==> src/rtl/mono_pkg.sv <==
// Mode encodings and helpers shared by the monochrome mode controller.
//   mode_t     : 2-bit output-path select (colour / green / amber / B/W)
//   mode_next  : front-panel cycling order, wrapping B/W back to colour
package mono_pkg;

  localparam int unsigned MODE_W = 2;

  typedef logic [MODE_W-1:0] mode_t;

  localparam mode_t MODE_COLOR = 2'd0;
  localparam mode_t MODE_GREEN = 2'd1;
  localparam mode_t MODE_AMBER = 2'd2;
  localparam mode_t MODE_BW    = 2'd3;

  // Button cycles colour -> green -> amber -> B/W -> colour.
  function automatic mode_t mode_next(input mode_t m);
    mode_t n;
    case (m)
      MODE_COLOR: n = MODE_GREEN;
      MODE_GREEN: n = MODE_AMBER;
      MODE_AMBER: n = MODE_BW;
      default:    n = MODE_COLOR;
    endcase
    return n;
  endfunction

endpackage

==> src/rtl/mono_mode_ctrl_btn_debounce.sv <==
// Button conditioner: 2-flop synchronizer, stability counter and debounced
// level for an active-low front-panel button.
//   clk, rst_n : clock, async active-low reset
//   btn_n      : raw button, active-low, asynchronous to clk
//   press      : one-cycle pulse on each accepted press (debounced 1->0)
module btn_debounce #(
  parameter int unsigned DEBOUNCE_CYCLES = 285710,
  parameter int unsigned DB_W            = 19
) (
  input  logic clk,
  input  logic rst_n,
  input  logic btn_n,
  output logic press
);

  localparam logic [DB_W-1:0] CNT_LAST = DB_W'(DEBOUNCE_CYCLES - 1);

  logic            btn_meta;
  logic            btn_sync;
  logic            db_level;
  logic [DB_W-1:0] db_cnt;

  // Synchronizer; idles at the released level.
  always_ff @(posedge clk or negedge rst_n) begin
    if (!rst_n) begin
      btn_meta <= 1'b1;
      btn_sync <= 1'b1;
    end else begin
      btn_meta <= btn_n;
      btn_sync <= btn_meta;
    end
  end

  // Accept a new level only after it has been stable for DEBOUNCE_CYCLES.
  always_ff @(posedge clk or negedge rst_n) begin
    if (!rst_n) begin
      db_level <= 1'b1;
      db_cnt   <= '0;
      press    <= 1'b0;
    end else if (btn_sync == db_level) begin
      db_cnt <= '0;
      press  <= 1'b0;
    end else if (db_cnt == CNT_LAST) begin
      db_level <= btn_sync;
      db_cnt   <= '0;
      // Old level high means this flip is 1->0, i.e. a press.
      press    <= db_level;
    end else begin
      db_cnt <= db_cnt + DB_W'(1);
      press  <= 1'b0;
    end
  end

endmodule

==> src/rtl/mono_mode_ctrl.sv <==
// Monochrome mode sequencer for the VGA colour mux. Button presses cycle the
// requested mode, CPU writes set it directly; the request is committed only
// at the start of vertical sync so a frame never mixes palettes. An LED
// indicator stays lit for BLINK_FRAMES frames after each commit.
//   clk_vga, rst_n : pixel clock, async active-low reset
//   btn_n          : raw front-panel button, active-low, asynchronous
//   vsync_in       : VGA vertical sync as driven to the connector
//   cpu_wr         : one-cycle write strobe carrying cpu_mode
//   mode           : committed mode feeding the colour mux
//   req_mode       : latest requested mode (readback)
//   pending        : request waiting for the next frame edge
//   led_blink      : commit indicator
module mono_mode_ctrl
  import mono_pkg::*;
#(
  parameter int unsigned DEBOUNCE_CYCLES = 285710,
  parameter int unsigned DB_W            = 19,
  parameter logic        VSYNC_ACTIVE    = 1'b0,
  parameter int unsigned BLINK_FRAMES    = 8
) (
  input  logic       clk_vga,
  input  logic       rst_n,
  input  logic       btn_n,
  input  logic       vsync_in,
  input  logic       cpu_wr,
  input  logic [1:0] cpu_mode,
  output logic [1:0] mode,
  output logic [1:0] req_mode,
  output logic       pending,
  output logic       led_blink
);

  localparam int unsigned BLINK_W = 8;
  localparam logic [BLINK_W-1:0] BLINK_LOAD = BLINK_W'(BLINK_FRAMES);

  logic               press;
  logic               vs_meta;
  logic               vs_sync;
  logic               vs_hist;
  logic               frame_edge;
  logic               commit;
  logic               new_req;
  mode_t              req_next;
  logic [BLINK_W-1:0] blink_cnt;
  logic [BLINK_W-1:0] blink_next;

  btn_debounce #(
    .DEBOUNCE_CYCLES (DEBOUNCE_CYCLES),
    .DB_W            (DB_W)
  ) u_btn_debounce (
    .clk   (clk_vga),
    .rst_n (rst_n),
    .btn_n (btn_n),
    .press (press)
  );

  // Vsync synchronizer plus one history flop for edge detection.
  always_ff @(posedge clk_vga or negedge rst_n) begin
    if (!rst_n) begin
      vs_meta <= ~VSYNC_ACTIVE;
      vs_sync <= ~VSYNC_ACTIVE;
      vs_hist <= ~VSYNC_ACTIVE;
    end else begin
      vs_meta <= vsync_in;
      vs_sync <= vs_meta;
      vs_hist <= vs_sync;
    end
  end

  // Request/commit/blink next-state. A request landing on a frame edge is
  // held for the following frame; the commit uses the pre-update req_mode.
  always_comb begin
    frame_edge = (vs_sync == VSYNC_ACTIVE) && (vs_hist != VSYNC_ACTIVE);
    commit     = frame_edge && pending;
    new_req    = cpu_wr || press;
    req_next   = req_mode;
    blink_next = blink_cnt;
    if (cpu_wr) begin
      req_next = cpu_mode;
    end else if (press) begin
      req_next = mode_next(req_mode);
    end
    if (commit) begin
      blink_next = BLINK_LOAD;
    end else if (frame_edge && (blink_cnt != '0)) begin
      blink_next = blink_cnt - BLINK_W'(1);
    end
  end

  always_ff @(posedge clk_vga or negedge rst_n) begin
    if (!rst_n) begin
      mode      <= MODE_COLOR;
      req_mode  <= MODE_COLOR;
      pending   <= 1'b0;
      blink_cnt <= '0;
      led_blink <= 1'b0;
    end else begin
      if (commit) begin
        mode <= req_mode;
      end
      req_mode  <= req_next;
      pending   <= (pending && !commit) || new_req;
      blink_cnt <= blink_next;
      led_blink <= (blink_next != '0);
    end
  end

endmodule

==> config.mk <==
export PLATFORM = sky130hd
export DESIGN_NAME = mono_mode_ctrl
export DESIGN_NICKNAME = d
export VERILOG_FILES = /design/src/rtl/mono_pkg.sv /design/src/rtl/mono_mode_ctrl_btn_debounce.sv /design/src/rtl/mono_mode_ctrl.sv
export SDC_FILE = /design/constraint.sdc
export NUM_CORES = 1
export LEC_CHECK = 0
export CORE_MARGIN = 2
export CORE_UTILIZATION = 49
export CTS_CLUSTER_DIAMETER = 30
export DETAILED_ROUTE_END_ITERATION = 8
export GPL_TIMING_DRIVEN = 0
export PLACE_DENSITY_LB_ADDON = 0.1
export SLEW_MARGIN = 15
export SYNTH_ARGS = -nofsm -noshare
export SYNTH_HDL_FRONTEND = slang
export SYNTH_HIERARCHICAL = 1
export SYNTH_SLANG_ARGS = --single-unit
==> constraint.sdc <==
create_clock -name clk_vga -period 3.3 [get_ports clk_vga]
set_input_delay 0.33 -clock clk_vga [delete_from_list [all_inputs] [get_ports clk_vga]]
set_output_delay 0.33 -clock clk_vga [all_outputs]
set_load 0.01 [all_outputs]
# Word-level counts from Yosys, hierarchy flattened

Index checks and enable logic that the tools add are counted.

Multiplexer cells: 9
Reductions and logical operators: 12
Equal/unequal tests: 4
Divide/modulo/power cells: 0
Bitwise gates (word level): 2
Multiply operators: 0
$lt $le $gt $ge: 0
Shifts and indexed selects: 0
Add/subtract/negate cells: 2

Operators with widths:

| operator                                            | number |
|---|---|
| two-way mux 19 bit                                  | 2 |
| adder 19 x 1 -> 19 bit, second input constant       | 1 |
| equality test 19 bit, second input constant         | 1 |
| two-way mux 8 bit                                   | 2 |
| nonzero test 8 bit                                  | 2 |
| subtractor 8 x 1 -> 8 bit, second input constant    | 1 |
| one-hot mux 2 bit (3 select lines)                  | 1 |
| logical AND 1 bit                                   | 4 |
| two-way mux 2 bit                                   | 2 |
| equality test 2 x 1 -> 1 bit, second input constant | 1 |
| equality test 2 bit, second input constant          | 1 |
| zero test 2 bit                                     | 1 |
| logical OR 1 bit                                    | 2 |
| two-way mux 1 bit                                   | 2 |
| NOT 1 bit                                           | 2 |
| AND reduction 2 bit                                 | 1 |
| nonzero test 2 bit                                  | 1 |
| equality test 1 bit                                 | 1 |
| zero test 1 bit                                     | 1 |

Output and inout bits: 6
Latch bits: 0
Memory bits (writable): 0
Bits in registers: 40
Memories: 0
Bits in read-only memories: 0

# Depth between registers and ports, before layout

Depth in word-level cells: 6
Depth in mapped cells: 7

# Cells and area by module

Netlist, hierarchy kept.

By module, submodules not included:

| module         | sequential area each (um^2) | instances | area an instance (um^2) | cells an instance |
|---|---|---|---|---|
| btn_debounce   | 579.3                       | 1         | 1099.8                  | 108 |
| mono_mode_ctrl | 429.2                       | 1         | 928.4                   | 94 |

# Least setup slack after synthesis

No wires, ideal clock.

Path kind: reg2reg
Start: register blink_cnt[0]
End: register led_blink
Required time: 3.161 ns
Setup slack: 1.100 ns
Stages on the path, launching flop included: 7
Data arrival time: 2.061 ns
Clock period less this slack: 2.200 ns
Cell sequence: dfrtp_1 inv_1 ha_1 or3b_1 nor3_1 a221oi_2 or4_1

Cells in the longest elaborated chain, start to end: 5
Elaborated cells on any way between the ends: 6
Those cells by class: add/sub: 1; mux: 2; reduce/logical: 3

RTL lines:

| what                                                                              | RTL line              | text |
|---|---|---|
| start: declaration                                                                | mono_mode_ctrl.sv:44  | `logic [BLINK_W-1:0] blink_cnt;` |
| start signal: assignment                                                          | mono_mode_ctrl.sv:103 | `blink_cnt <= blink_next;` |
| parallel branches: the longest is 2 deep, another holds subtractor 8 x 1 -> 8 bit | -                     |  |
| two-way mux 8 bit (*)                                                             | mono_mode_ctrl.sv:85  | `end else if (frame_edge && (blink_cnt != '0)) begin` |
| two-way mux 8 bit (*)                                                             | mono_mode_ctrl.sv:83  | `if (commit) begin` |
| nonzero test 8 bit (*)                                                            | mono_mode_ctrl.sv:104 | `led_blink <= (blink_next != '0);` |
| end signal: assignment                                                            | mono_mode_ctrl.sv:104 |  |
| end: declaration                                                                  | mono_mode_ctrl.sv:30  | `output logic led_blink` |

Mark *: on every way between the ends.
A chain may end at the register's enable or synchronous reset.

# Worst setup path after layout

Ends and elaborated chain as after synthesis.

==> flow_metrics.tcl <==
set metrics [dict create \
    finalCriticalPeriod_ns 2.59 \
    dr.pass1.iters 4 \
    drv_cap 0 \
    synth_edf_count 0 \
    vias 1585 \
    ys.warnings.count 6 \
    cts-root-buf "clkbuf_8" \
    finalMaxSlewViolations 0 \
    min_period_over_period 0.784 \
    coreArea_mm2 0.00400 \
    wire_per_inst_um 14.9 \
    ios 13 \
    worstPathCellList "inv_1 > ha_1 > or3b_1 > nor3_1 > a221oi_2 > or4_1" \
    synth-async-reset-ratio 1.00 \
    path_max_fanout 8 \
    cpPeakStageDelay_ns 0.72 \
    finalPower_mw 1.25 \
    synth_seq_cells 40 \
    start_kind "register" \
    dieWidth_um 68.3 \
    path_clk_slew_ns 0.08 \
    postCtsHoldBufs 1 \
    cts-resized-gates 0 \
    routed_wl_mm 4.09 \
    post-route-drc-count 0 \
    nNetsFinal 236 \
    vdd_drop_max_mv 0.302 \
    relSlewSlack 0.395 \
    skew_ns 0.0132 \
    crit_type "reg2reg" \
    cp.required_ns 3.46 \
    final_cell_mix "34 x dfrtp_1, 30 x nor2_1, 14 x nand2_1" \
    antenna_found_initial 0 \
    grt_setup_unrepaired "no" \
    port_buffers 12 \
    clock_latency_ns 0.29 \
    rows 23 \
    critPathArrivalTime_ns 2.75 \
    post_cts_buffers 0 \
    cts_max_level 2 \
    antennaDiodeCount 0 \
    grt.overflow.total 0 \
    via_per_inst 5.78 \
    pwr_density_cell_mw_per_mm2 535 \
    grt_pass1_vias 1530 \
    hold_class "reg2reg" \
    cts_tree "yes" \
    drive_gt1_frac 0.116 \
    place_hpwl_mm 2.90 \
    syn2layout_area_growth_pct 15.5 \
    dieHeight_um 68.3 \
    grt_start_max_net_pins 34 \
    syn_area_mm2 0.00203 \
    crit_slowest_cell "nor3_1" \
    dieArea_mm2 0.00467 \
    cts_sinks 40 \
    final_common_cell "dfrtp_1" \
    initial_core_util 0.507 \
    yosysSeqAreaShare 0.497 \
    worst-path-buf-inv 1 \
    clockBufferDepth 2 \
    numCtsBuffers 5 \
    drt_iter0_markers 116 \
    grt_usage 0.197 \
    setup_viol 0 \
    p_leak_nw 0.937 \
    synth_cell_types 47 \
    syn_inst 202 \
    endpoint_kind "register" \
    yosys_most_used_dff "dfrtp_1" \
    syn_avg_cell_area_um2 10.0 \
    gp_congestion 0.792 \
    tightest_slew_ns 0.901 \
    placed_area_mm2 0.00223 \
    final_util 0.586 \
    grt_first_pass_wirelength_mm 6.74 \
    fin_tns_setup_ns 0 \
    ant_nets 0 \
    max_freq_ghz 0.387 \
    crit_family "simple AND/OR/NAND/NOR gates" \
    final_area_mm2 0.00234 \
    syn_nets 215 \
    hold_viol 0 \
    hold_ws_ns 0.357 \
    status "finished, final reports clean" \
]
## sequential cells by signal (all words and copies together) (netlist names)
register,cells
u_btn_debounce/db_level,1
u_btn_debounce/btn_meta,1
led_blink,1
u_btn_debounce/db_cnt,19
mode,2
vs_hist,1
vs_meta,1
u_btn_debounce/btn_sync,1
vs_sync,1
blink_cnt,8
req_mode,2
u_btn_debounce/press,1
pending,1
## worst paths after layout
kind | to | startpoint | slack (ns) | depth (start not counted)
worst max-delay path | led_blink | blink_cnt[0] | 0.71 | 6
max in group asynchronous | u_btn_debounce/btn_sync | rst_n | 2.38 | 3
worst min register to register | u_btn_debounce/btn_sync | u_btn_debounce/btn_meta | 0.36 | 0
worst min-delay path | u_btn_debounce/btn_sync | u_btn_debounce/btn_meta | 0.36 | 0
min in group asynchronous | blink_cnt[7] | rst_n | 0.41 | 2
worst max register to register | led_blink | blink_cnt[0] | 0.71 | 6
## routing by layer
layer  part of all wire  track usage
met5                  0            0
met4              0.017       0.0725
met3              0.031       0.0493
met2               0.52        0.358
met1               0.43        0.220
## metrics by stage
| stage | std cells | worst slack (ns) |
|---|---|---|
| 5_1_grt | 274 | 0.573 |
| 2_1_floorplan | 202 | 1.10 |
| 6_report | 274 | 0.714 |
| 3_5_place_dp | 265 | 0.743 |
| 3_3_place_gp | 264 | 0.806 |
| 4_1_cts | 274 | 0.721 |
## synth_stat cells, types with 2 or more instances
cell      instances  area share
or3_1             2      0.0062
nand3_1           5       0.012
a21oi_1           4      0.0099
xnor2_1          12       0.052
inv_1            10       0.019
nor3_1            7       0.017
nand4_1           6       0.019
nand2_1          14       0.026
o22ai_1           2      0.0062
nor4_1            9       0.028
o31ai_1           2      0.0074
nor4b_1           4       0.017
o21ai_0          13       0.032
xor2_1            3       0.013
buf_4             2      0.0074
nor2_1           30       0.056
ha_1              6       0.037
dfstp_2           6       0.078
dfrtp_1          34        0.42
o311ai_1          2      0.0086
mux2i_1           2      0.0099
o211a_1           2      0.0099
## logic make-up (layout without fill, tap and decap cells)
group           Yosys count  after routing  share of synthesized area
mux                       3              3                     0.0154
compound gates           35             35                      0.118
buf+inv                  15             37                     0.0358
fa+ha+maj                 6              6                     0.0370
xor+xnor                 15             15                     0.0648
flops                    40             40                      0.497
simple gates             88             88                      0.232
## worst register-to-register path, stage by stage, from the launching register on
cell,delay (ns)
dfrtp_1,0.43
inv_1,0.17
ha_1,0.16
or3b_1,0.42
nor3_1,0.72
a221oi_2,0.11
or4_1,0.43
## power by group
group          internal, mW  switching (mW)  leakage, nW
clock network         0.224           0.162       0.0552
logic                 0.132           0.164        0.367
registers             0.530          0.0404        0.516
total                 0.886           0.367        0.937
## area by class of cell
class / instances / area, µm²
inverters: 10 / 37.5
plain buffers: 5 / 35.0
well taps: 50 / 62.6
flip-flops and latches: 40 / 1010
clock buffers: 6 / 72.6
clock inverters: 2 / 35.0
repair buffers: 14 / 145
multi-input cells: 147 / 947
fillers: 350 / 1660
No activity file was read; power rests on OpenSTA's default activity.
